$ cat src/rtl/uart_tx_param.sv
// Parametrised UART transmitter: valid/ready byte input, LSB-first frame, optional parity and 1/2 stop bits.
// Define UART_TX_BREAK_EN to add the i_BREAK port and a BREAK state that holds the line low on request.
module uart_tx_param #(
  parameter int CLKS_PER_BIT = 217,
  parameter int DATA_BITS    = 8,
  parameter int PARITY_MODE  = 0,
  parameter int STOP_BITS    = 1
) (
  input  logic                 i_CLK,
  input  logic                 i_RESET_n,
  input  logic                 i_TX_DV,
  input  logic [DATA_BITS-1:0] i_TX_DATA,
`ifdef UART_TX_BREAK_EN
  input  logic                 i_BREAK,
`endif
  output logic                 o_TX_READY,
  output logic                 o_SERIAL_DATA,
  output logic                 o_TX_ACTIVE,
  output logic                 o_TX_DONE
);

  localparam int CNT_W = $clog2(CLKS_PER_BIT);
  localparam int IDX_W = $clog2(DATA_BITS);
  localparam logic [CNT_W-1:0] CNT_LAST  = CNT_W'(CLKS_PER_BIT - 1);
  localparam logic [IDX_W-1:0] IDX_LAST  = IDX_W'(DATA_BITS - 1);
  localparam logic             STOP_LAST = 1'(STOP_BITS - 1);
  localparam bit               HAS_PARITY = (PARITY_MODE != 0);
  localparam logic             ODD_PARITY = (PARITY_MODE == 2);

  typedef enum logic [2:0] {
    IDLE   = 3'd0,
    START  = 3'd1,
    DATA   = 3'd2,
    PARITY = 3'd3,
    STOP   = 3'd4
`ifdef UART_TX_BREAK_EN
    , BREAK = 3'd5
`endif
  } state_t;

  state_t               state, state_n;
  logic [CNT_W-1:0]     cnt, cnt_n;
  logic [IDX_W-1:0]     idx, idx_n;
  logic                 stop_idx, stop_idx_n;
  logic [DATA_BITS-1:0] shreg, shreg_n;
  logic                 parity_bit, parity_n;
  logic                 line, line_n;
  logic                 ready, ready_n;
  logic                 active, active_n;
  logic                 done, done_n;
  logic                 bit_end;
`ifdef UART_TX_BREAK_EN
  logic                 break_low, break_low_n;
`endif

  assign bit_end = (cnt == CNT_LAST);

  // State register and every output are registered here, so the outputs never glitch.
  always_ff @(posedge i_CLK or negedge i_RESET_n) begin
    if (!i_RESET_n) begin
      state      <= IDLE;
      cnt        <= '0;
      idx        <= '0;
      stop_idx   <= 1'b0;
      shreg      <= '0;
      parity_bit <= 1'b0;
      line       <= 1'b1;
      ready      <= 1'b1;
      active     <= 1'b0;
      done       <= 1'b0;
`ifdef UART_TX_BREAK_EN
      break_low  <= 1'b0;
`endif
    end else begin
      state      <= state_n;
      cnt        <= cnt_n;
      idx        <= idx_n;
      stop_idx   <= stop_idx_n;
      shreg      <= shreg_n;
      parity_bit <= parity_n;
      line       <= line_n;
      ready      <= ready_n;
      active     <= active_n;
      done       <= done_n;
`ifdef UART_TX_BREAK_EN
      break_low  <= break_low_n;
`endif
    end
  end

  // Next-state logic computes the value each output register takes on the coming edge.
  always_comb begin
    state_n    = state;
    cnt_n      = cnt;
    idx_n      = idx;
    stop_idx_n = stop_idx;
    shreg_n    = shreg;
    parity_n   = parity_bit;
    line_n     = line;
    ready_n    = ready;
    active_n   = active;
    done_n     = 1'b0;
`ifdef UART_TX_BREAK_EN
    break_low_n = break_low;
`endif

    case (state)
      IDLE: begin
        cnt_n      = '0;
        idx_n      = '0;
        stop_idx_n = 1'b0;
        line_n     = 1'b1;
        ready_n    = 1'b1;
        active_n   = 1'b0;
`ifdef UART_TX_BREAK_EN
        if (i_BREAK) begin
          state_n     = BREAK;
          break_low_n = 1'b1;
          line_n      = 1'b0;
          ready_n     = 1'b0;
          active_n    = 1'b1;
        end else
`endif
        if (i_TX_DV && ready) begin
          state_n  = START;
          shreg_n  = i_TX_DATA;
          parity_n = (^i_TX_DATA) ^ ODD_PARITY;
          line_n   = 1'b0;
          ready_n  = 1'b0;
          active_n = 1'b1;
        end
      end

      START: begin
        if (bit_end) begin
          state_n = DATA;
          cnt_n   = '0;
          line_n  = shreg[0];
        end else begin
          cnt_n = cnt + 1'b1;
        end
      end

      // The shift register keeps the next data bit at position 1.
      DATA: begin
        if (bit_end) begin
          cnt_n = '0;
          if (idx == IDX_LAST) begin
            idx_n = '0;
            if (HAS_PARITY) begin
              state_n = PARITY;
              line_n  = parity_bit;
            end else begin
              state_n = STOP;
              line_n  = 1'b1;
            end
          end else begin
            idx_n   = idx + 1'b1;
            shreg_n = shreg >> 1;
            line_n  = shreg[1];
          end
        end else begin
          cnt_n = cnt + 1'b1;
        end
      end

      PARITY: begin
        if (bit_end) begin
          state_n = STOP;
          cnt_n   = '0;
          line_n  = 1'b1;
        end else begin
          cnt_n = cnt + 1'b1;
        end
      end

      STOP: begin
        if (bit_end) begin
          cnt_n = '0;
          if (stop_idx == STOP_LAST) begin
            state_n    = IDLE;
            stop_idx_n = 1'b0;
            done_n     = 1'b1;
            ready_n    = 1'b1;
            active_n   = 1'b0;
          end else begin
            stop_idx_n = 1'b1;
          end
        end else begin
          cnt_n = cnt + 1'b1;
        end
      end

`ifdef UART_TX_BREAK_EN
      // Hold low while requested, then a mark of STOP_BITS periods; no done pulse.
      BREAK: begin
        if (break_low) begin
          if (!i_BREAK) begin
            break_low_n = 1'b0;
            line_n      = 1'b1;
            cnt_n       = '0;
            stop_idx_n  = 1'b0;
          end
        end else if (bit_end) begin
          cnt_n = '0;
          if (stop_idx == STOP_LAST) begin
            state_n    = IDLE;
            stop_idx_n = 1'b0;
            ready_n    = 1'b1;
            active_n   = 1'b0;
          end else begin
            stop_idx_n = 1'b1;
          end
        end else begin
          cnt_n = cnt + 1'b1;
        end
      end
`endif

      default: begin
        state_n    = IDLE;
        cnt_n      = '0;
        idx_n      = '0;
        stop_idx_n = 1'b0;
        line_n     = 1'b1;
        ready_n    = 1'b1;
        active_n   = 1'b0;
      end
    endcase
  end

  assign o_SERIAL_DATA = line;
  assign o_TX_READY    = ready;
  assign o_TX_ACTIVE   = active;
  assign o_TX_DONE     = done;

endmodule

$ cat config.mk
export PLATFORM = sky130hd
export DESIGN_NAME = uart_tx_param
export DESIGN_NICKNAME = d
export VERILOG_FILES = /design/src/rtl/uart_tx_param.sv
export SDC_FILE = /design/constraint.sdc
export NUM_CORES = 1
export LEC_CHECK = 0
export ABC_CLOCK_PERIOD_IN_PS = 1800
export BUFFER_PORTS_ARGS = -buffer_cell sky130_fd_sc_hd__clkbuf_2
export CORE_MARGIN = 1.5
export CORE_UTILIZATION = 51
export DETAILED_ROUTE_END_ITERATION = 8
export PLACE_DENSITY_LB_ADDON = 0.15
export SLEW_MARGIN = 20
export SYNTH_ARGS = -nofsm -noshare
export SYNTH_HDL_FRONTEND = slang
export SYNTH_SLANG_ARGS = --single-unit
export TNS_END_PERCENT = 5
$ cat constraint.sdc
create_clock -name i_CLK -period 1.8 [get_ports i_CLK]
set_input_delay 0.45 -clock i_CLK [delete_from_list [all_inputs] [get_ports i_CLK]]
set_output_delay 0.45 -clock i_CLK [all_outputs]
set_load 0.01 [all_outputs]
* Word level (Yosys, flattened, before mapping)
Index checks and enable logic that the tools add are counted.
Operators by class: add/subtract/negate cells 2, equal/unequal tests 14, multiplexer cells 36, bitwise gates (word level) 3, reduce and logical (&&, ||, !) cells 12
Operators by type and width (number):
- 8-bit two-way mux | 5
- 3-bit two-way mux | 9
- 2-bit != test, second input constant | 8
- 8-bit case mux with 2 select lines | 1
- 1-bit two-way mux | 15
- 3-bit case mux with 5 select lines | 1
- 8-bit by 1-bit adder with 8-bit output, second input constant | 1
- 8-bit equality test, second input constant | 1
- 4-bit AND reduction | 2
- 7-bit AND reduction | 1
- 3-bit by 2-bit equality test with 1-bit output, second input constant | 2
- 3-bit equality test, second input constant | 2
- 1-bit case mux with 3 select lines | 2
- 3-bit case mux with 2 select lines | 1
- 3-bit OR reduction | 2
- 1-bit case mux with 5 select lines | 1
- 2-bit AND reduction | 2
- 4-bit OR reduction | 1
- 3-bit by 1-bit adder with 3-bit output, second input constant | 1
- 3-bit by 1-bit equality test with 1-bit output, second input constant | 1
- 3-bit zero test | 1
- 1-bit NOT | 3
- 3-bit AND reduction | 1
- 1-bit case mux with 2 select lines | 1
- other kinds (2) | 2
Word-level totals: flip-flop bits (word level) 27, input bits 11, output and inout bits 4, logic and storage cells 76

* Depth between registers and ports, before layout
Gate-level depths: netlist of run 1.
depth after elaboration 4, depth in mapped cells 7

* Least setup slack after synthesis of run 1
Ideal clock, no wire load.
kind reg-to-reg, start point register cnt[0], end point register shreg[0], data arrival time 1721 ps, slack -45 ps, stages on the path, launching flop included 8, path buffers 1, period minus slack after synthesis 1845 ps, path through dfrtp_1 > inv_1 > ha_1 > and3b_1 > and2_1 > clkbuf_1 > o22ai_4 > mux2_2
Between the ends: cells in the longest elaborated chain, start to end 3
Ends and longest elaborated chain:
- start: declaration | line 42 | logic [CNT_W-1:0] cnt, cnt_n;
- start signal: assignment | line 76 | cnt <= cnt_n;
- 8-bit equality test | line 56 | assign bit_end = (cnt == CNT_LAST);
- 2-bit != test (no source line)
- 4-bit AND reduction (no source line)
- end signal: assignment | line 79 | shreg <= shreg_n;
- end: declaration | line 45 | logic [DATA_BITS-1:0] shreg, shreg_n;
No other way between the ends. A chain may end at the register's enable or synchronous reset.

* Final worst setup path of run 1
start point register cnt[1], end point register shreg[5]
The elaborated chain is that of the path after synthesis.

==> results of run 1 <==
-- layout by cell type (no fill, tap or decap), types with 4 or more instances in the layout --
cell	n
clkbuf_2	14
buf_4	12
mux2_2	5
mux2_4	6
inv_1	5
xnor2_1	4
nand2_1	5
ha_1	4
nor2_1	12
dfrtp_1	25
-- power groups by stage --
| stage | combinational [mW] | sequential (mW) | clock [mW] |
|---|---|---|---|
| 2_1_floorplan | 0.00646 | 0.618 | 0 |
| 6_report | 0.0293 | 0.607 | 0.259 |
| 3_3_place_gp | 0.0285 | 0.618 | 0 |
| 3_5_place_dp | 0.0296 | 0.618 | 0 |
| 5_1_grt | 0.0331 | 0.607 | 0.291 |
| 4_1_cts | 0.0299 | 0.607 | 0.269 |
-- cell type report --
cell class | count | area [um2] | area share (%)
multi-input cells | 87 | 687 | 42.7
flip-flops and latches | 27 | 678 | 42.1
repair buffers | 26 | 160 | 9.95
well taps | 30 | 37.5 | 2.33
clock buffers | 3 | 22.5 | 1.40
inverters | 5 | 18.8 | 1.17
clock inverters | 1 | 5.00 | 0.311
-- worst max-delay path: cells and delay by family, from the launching register on --
| kind | cells | cell delay (ps) |
|---|---|---|
| flops | 1 | 400 |
| compound gates | 1 | 350 |
| mux | 1 | 340 |
| simple gates | 2 | 330 |
| fa+ha+maj | 1 | 160 |
| buf+inv | 1 | 60 |
-- sequential cells by signal (all words and copies together) (netlist names), 3 cells and up --
register and flops:
cnt 8, shreg 8, idx 3, state 3
-- kinds of logic after synthesis --
family | synth area share (%)
and+or+nand+nor | 15.9
DFF | 48.7
AOI/OAI and AO/OA | 12.2
muxes | 10.3
buffers and inverters | 3.87
xor gates and xnor gates | 4.41
adders and majority gates | 4.50
-- routing by layer --
layer	part of all wire [%]	GRT usage (%)	routed length, um
met5	0	0	0
met4	0.38	5.92	10
met3	1.8	2.11	47
met2	50	30.3	1300
met1	48	23.9	1250
-- per-stage QoR --
| stage | setup TNS, ps | std cells | utilization [%] | instance area, um2 | setup slack, ps |
|---|---|---|---|---|---|
| 3_5_place_dp | 0 | 174 | 61.3 | 1550 | 52.5 |
| 5_1_grt | -9.77 | 179 | 63.8 | 1610 | -5.46 |
| 3_3_place_gp | 0 | 174 | 61.3 | 1550 | 124 |
| 2_1_floorplan | -60.7 | 125 | - | 1390 | -10.1 |
| 4_1_cts | 0 | 178 | 62.4 | 1570 | 28.2 |
| 6_report | 0 | 179 | 63.8 | 1610 | 63.4 |
-- path summary, 6_finish.rpt --
path / start / endpoint / depth (start not counted)
max in group asynchronous: i_RESET_n / shreg[5] / 1
min in group i_CLK: i_TX_DATA[7] / shreg[7] / 2
setup / recovery: cnt[1] / shreg[5] / 6
hold reg to reg: stop_idx / o_TX_DONE / 1
hold / removal: i_RESET_n / o_TX_DONE / 1
setup reg to reg: cnt[1] / shreg[5] / 6
-- what timing repair did --
item | in CTS | in global routing
hold endpoints to repair | 0 | 0
hold buffers | 0 | 0
endpoints found under the setup margin | 0 | 6
resized for setup | 0 | 8
buffers inserted | 0 | 1
-- cell usage after synthesis (2+ instances only) --
library cell	number
o21bai_1	2
and3_1	2
dfrtp_1	25
a21oi_1	3
mux2i_1	2
xor2_1	3
a32oi_1	2
xnor2_1	4
o2bb2ai_1	3
nand3_1	3
clkbuf_1	3
inv_1	5
ha_1	5
nor2_1	12
and2_1	2
and4b_1	2
nor2b_1	2
o22ai_1	2
mux2_2	11
o21ai_0	3
nor3_1	3
nand2_1	5
dfstp_2	2
and3b_1	2
==> results by group, run 1 <==
Clock network
  – Clock latency on the worst-skew pair: 320 ps
  – CTS Buffer Depth: 2
  – Clock Sinks: 27
  – H-tree lvl count: 1
  – Worst-path clk slew: about 140 ps
  – CTS tree: built
  – Num CTS Buffers: 3
  – Root Driver: clkbuf_4

Worst setup path
  – Crit Path Max Fanout: 8
  – Slowest cell delay on critical path: approximately 400 ps
  – Arrival time at the worst endpoint: a little under 2000 ps
  – CP Class: flop to flop
  – CP Launch Type: flop
  – CP Cell Sequence: inv_1, ha_2, and3b_1, and2_4, o22ai_4, mux2_4
  – R2R Setup Slk: approximately 63 ps
  – Crit. End Element: flop
  – Worst path required time: around 2000 ps
  – Slowest-stage cell, CP: dfrtp_1

Global routing
  – Initial antenna violation count: 0
  – Gr usage total: 17.9%
  – First-pass GRT wire length: 4.40 mm
  – Largest net degree at the start of global routing: 28
  – GRT overflow: 0
  – Vias in the first global route: 1029

Cells and area
  – Number of diodes: 0
  – Layout Area Growth over Synthesis: 15.6%
  – # fillers: between 200 and 250
  – Layout net count: roughly 170
  – Layout cell share with drive strength beyond 1: between 30% and 40%

Power and ir drop
  – Net Sw Frac: approximately 21%
  – Lkg Pwr: ~0.82 nW
  – P per Cell Area: roughly 560 nW/um2
  – Overall Power: roughly 0.90 mW
  – Worst vdd ir: approximately 530 uV
  – Clock Power Share: between 20% and 30%
  – Combinational Power Share: 3.3%
  – Sw Pwr: approximately 0.19 mW
  – Power share of the sequential group: between 60% and 70%
  – Int Power: ~0.7 mW

Placed design
  – Number of port buffers: 14
  – Dpl hpwl: around 1.9 mm
  – GPL Wtd Cong: approximately 0.77

Floorplanning
  – Row count: 18
  – Die X: 55.2 um
  – I/O pin total: 15
  – Starting density of the core: a little under three fifths
  – Height of the die: 55.2 um
  – Core Box Area: ~2500 um2
  – Die area: 3050 um2

Synthesis
  – Syn Area/Cell: around 11 um2
  – Post-synth cell types: around 40
  – Cells after synthesis: about 130
  – Area leader, netlist: dfrtp_1
  – Ys async rst share: 100%
  – Sequential fraction of the synthesis area: between 40% and 50%
  – Yosys reg bits: 27
  – Top area cells in the synthesized netlist: dfrtp_1, mux2_2, ha_1
  – Post-synth EDFFs: 0
  – Post-Syn Nets: 141
  – Ys flop type: dfrtp_1
  – Syn. warnings: 0
  – Top cell type's share of synthesized area: between 40% and 50%
  – Mapped Area: 1390 um2

Timing
  – Final worst path period share: between 90% and 100%
  – Max Slew Vio Count: 0
  – Fmax: between 500 and 600 MHz
  – Clock Skews: between 2 and 2.5 ps
  – Hold WS: around 140 ps
  – Slew margin rel.: between 50% and 60%
  – Pin slew with the least headroom to its limit: ~690 ps
  – Setup-failing EPs final: 0
  – Final min period: between 1500 and 2000 ps
  – Final Hold Viols: 0

Route
  – DRC: 0
  – DR vias/cell: around 5.6
  – First DRT Iteration DRCs: 6
  – DR pass1 iterations: 4
  – WL/cell: between 10 and 15 um
  – Total length of routed wires: approximately 2.6 mm
  – Post-route ant nets: 0
  – Detailed-route via count: between 1k and 1.5k

Hold path
  – Worst hold path type: primary input to async pin

Job
  – Max-cap violations: 0

Run status
  – Status: complete, no violations
(Power assumes the default switching activity.)
==> inputs of run 2 (changes only) <==
--- a/config.mk
+++ b/config.mk
@@ -8,7 +8,7 @@
 export ABC_CLOCK_PERIOD_IN_PS = 1800
 export BUFFER_PORTS_ARGS = -buffer_cell sky130_fd_sc_hd__clkbuf_2
 export CORE_MARGIN = 1.5
-export CORE_UTILIZATION = 51
+export CORE_UTILIZATION = 50
 export DETAILED_ROUTE_END_ITERATION = 8
 export PLACE_DENSITY_LB_ADDON = 0.15
 export SLEW_MARGIN = 20
==> results by group, run 2 (synthesis gave the netlist of run 1 again) <==
Run status
  – Status: complete, no violations

Timing
  – RSZ-0062 raised after global routing: no
  – Final Hold Viols: 0 (unchanged)
  – Final worst path period share: 94.8% (-1.6 points)
  – Max Slew Vio Count: 0 (unchanged)
  – Setup-failing EPs final: 0 (unchanged)
  – Slew margin rel.: 55.4% (+1.1 points)
  – Clock Skews: 5.83 ps (+3.57 ps)
  – Final min period: 1710 ps (-29.5 ps)
  – Pin slew with the least headroom to its limit: 669 ps (-16.5 ps)
  – Final setup TNS: 0 ps (unchanged)
  – Hold WS: 127 ps (-10.5 ps)
  – Fmax: 586 MHz (+1.7%)

Route
  – Total length of routed wires: 2.51 mm (-3.9%)
  – DR vias/cell: 5.66 (+1.0%)
  – DR pass1 iterations: 3 (-1)
  – Post-route ant nets: 0 (unchanged)
  – DRC: 0 (unchanged)
  – First DRT Iteration DRCs: 17 (+11)
  – Detailed-route via count: 1014 (+1.0%)
  – WL/cell: 14.0 um (-3.9%)

Clock network
  – Clock Sinks: 27 (unchanged)
  – CTS Buffer Depth: 2 (unchanged)
  – CTS tree: built
  – Clock latency on the worst-skew pair: 320 ps (about the same)
  – Root Driver: clkbuf_4
  – H-tree lvl count: 1 (unchanged)
  – Num CTS Buffers: 3 (unchanged)
  – Worst-path clk slew: 150 ps (about the same)

Power and ir drop
  – Lkg Pwr: 0.822 nW (+0.16%)
  – Worst vdd ir: 400 uV (-25%)
  – P per Cell Area: 557 nW/um2 (+0.17%)

Cells and area
  – Top Registers: cnt x8, shreg x8
  – Layout net count: 166 (unchanged)
  – # fillers: 226 (+1.3%)
  – Commonest non-fill, non-tap cell in the layout: dfrtp_1
  – Layout Area Growth over Synthesis: 15.6% (unchanged)
  – Cell Count, Final, Fillers Out: 179 (unchanged)
  – Layout cell share with drive strength beyond 1: 32.2% (unchanged)
  – Number of diodes: 0 (unchanged)
  – Most frequent cells in the layout: dfrtp_1, clkbuf_2, nor2_1, buf_4, mux2_4

Floorplanning
  – Core Box Area: 2540 um2 (+0.89%)
  – Row count: 18 (unchanged)
  – I/O pin total: 15 (unchanged)
  – Die area: 3110 um2 (+1.9%)
  – Die X: 55.8 um (+0.94%)
  – Height of the die: 55.8 um (+0.94%)
  – Starting density of the core: 54.7% (-0.49 points)

Global routing
  – Most Crowded Layer GR: met2
  – Vias in the first global route: 1005 (-2.3%)
  – First-pass GRT wire length: 4.41 mm (+0.16%)
  – Largest net degree at the start of global routing: 28 (unchanged)
  – Gr usage total: 17.7% (-0.19 points)
  – GRT overflow: 0 (unchanged)
  – Met1 usage: 22.6% (-1.2 points)
  – Initial antenna violation count: 0 (unchanged)
  – Met3 Use GR: 2.09% (-0.015 points)
  – Met2 usage: 29.8% (-0.51 points)

Worst setup path
  – Slowest cell delay on critical path: 380 ps (-20 ps)
  – CP Cell Sequence: inv_1, ha_2, and3b_1, and2_4, o22ai_4, mux2_4
  – Slowest-stage cell, CP: dfrtp_1
  – CP Class: flop to flop
  – Crit Path Max Fanout: 8 (unchanged)
  – Worst path required time: 2020 ps (about the same)
  – Crit. End Element: flop
  – Arrival time at the worst endpoint: 1930 ps (-30 ps)
  – CP Launch Type: flop

Placed design
  – Dpl hpwl: 1.86 mm (-1.3%)
  – GPL Wtd Cong: 0.812 (+5.3%)
  – Placed cells: 174 (unchanged)
  – Number of port buffers: 14 (unchanged)

Hold path
  – Worst hold path type: primary input to async pin

Job
  – Max-cap violations: 0 (unchanged)
run 2: power by group:
part | switching [mW] | internal [mW]
Sequential | 0 | 0.607
Combinational | 0.0161 | 0.0127
Clock | 0.178 | 0.0833
Total | 0.194 | 0.703
run 2: path summary, 6_finish.rpt:
kind	slack, ps	endpoint	start	cells past startpoint
max in group asynchronous	1240	shreg[7]	i_RESET_n	1
setup / recovery	90	shreg[5]	cnt[1]	6
setup reg to reg	90	shreg[5]	cnt[1]	6
min in group i_CLK	390	shreg[7]	i_TX_DATA[7]	2
hold reg to reg	470	o_TX_DONE	stop_idx	1
hold / removal	130	cnt[7]	i_RESET_n	1
run 2: metal layers:
| layer | part of all wire, % | wire length, um |
|---|---|---|
| met3 | 2.6 | 65 |
| met4 | 0.60 | 15 |
| met2 | 51 | 1280 |
| met1 | 46 | 1150 |
| met5 | 0 | 0 |
run 2: timing repair:
item	4_1_cts	5_1_grt
setup buffers	0	1
hold buffers	0	0
resized for setup	0	8
endpoints found under the setup margin	0	6
run 2: per-stage QoR:
| step | utilization [%] | area (um2) | power (mW) | setup slack, ps |
|---|---|---|---|---|
| final | 63.2 | 1610 | 0.897 | 92.8 |
| after CTS | 61.8 | 1570 | 0.905 | 39.5 |
| after floorplan | - | 1390 | 0.625 | -10.1 |
| after global placement | 60.8 | 1550 | 0.647 | 126 |
| after detailed placement | 60.8 | 1550 | 0.647 | 75.5 |
| after global routing | 63.2 | 1610 | 0.934 | 7.53 |
run 2: layout make-up:
cell class,count,area (um2),area share [%]
flip-flops and latches,27,678,42.1
clock buffers,3,22.5,1.40
clock inverters,1,5.00,0.311
repair buffers,26,160,9.95
multi-input cells,87,687,42.7
well taps,30,37.5,2.33
inverters,5,18.8,1.17
run 2: worst max-delay path: cells and delay by family, from the launching register on:
kind	cells	cell delay, ps
and+or+nand+nor	2	330
muxes	1	340
AOI/OAI and AO/OA	1	350
adders and majority gates	1	150
buffers and inverters	1	50
DFF	1	380
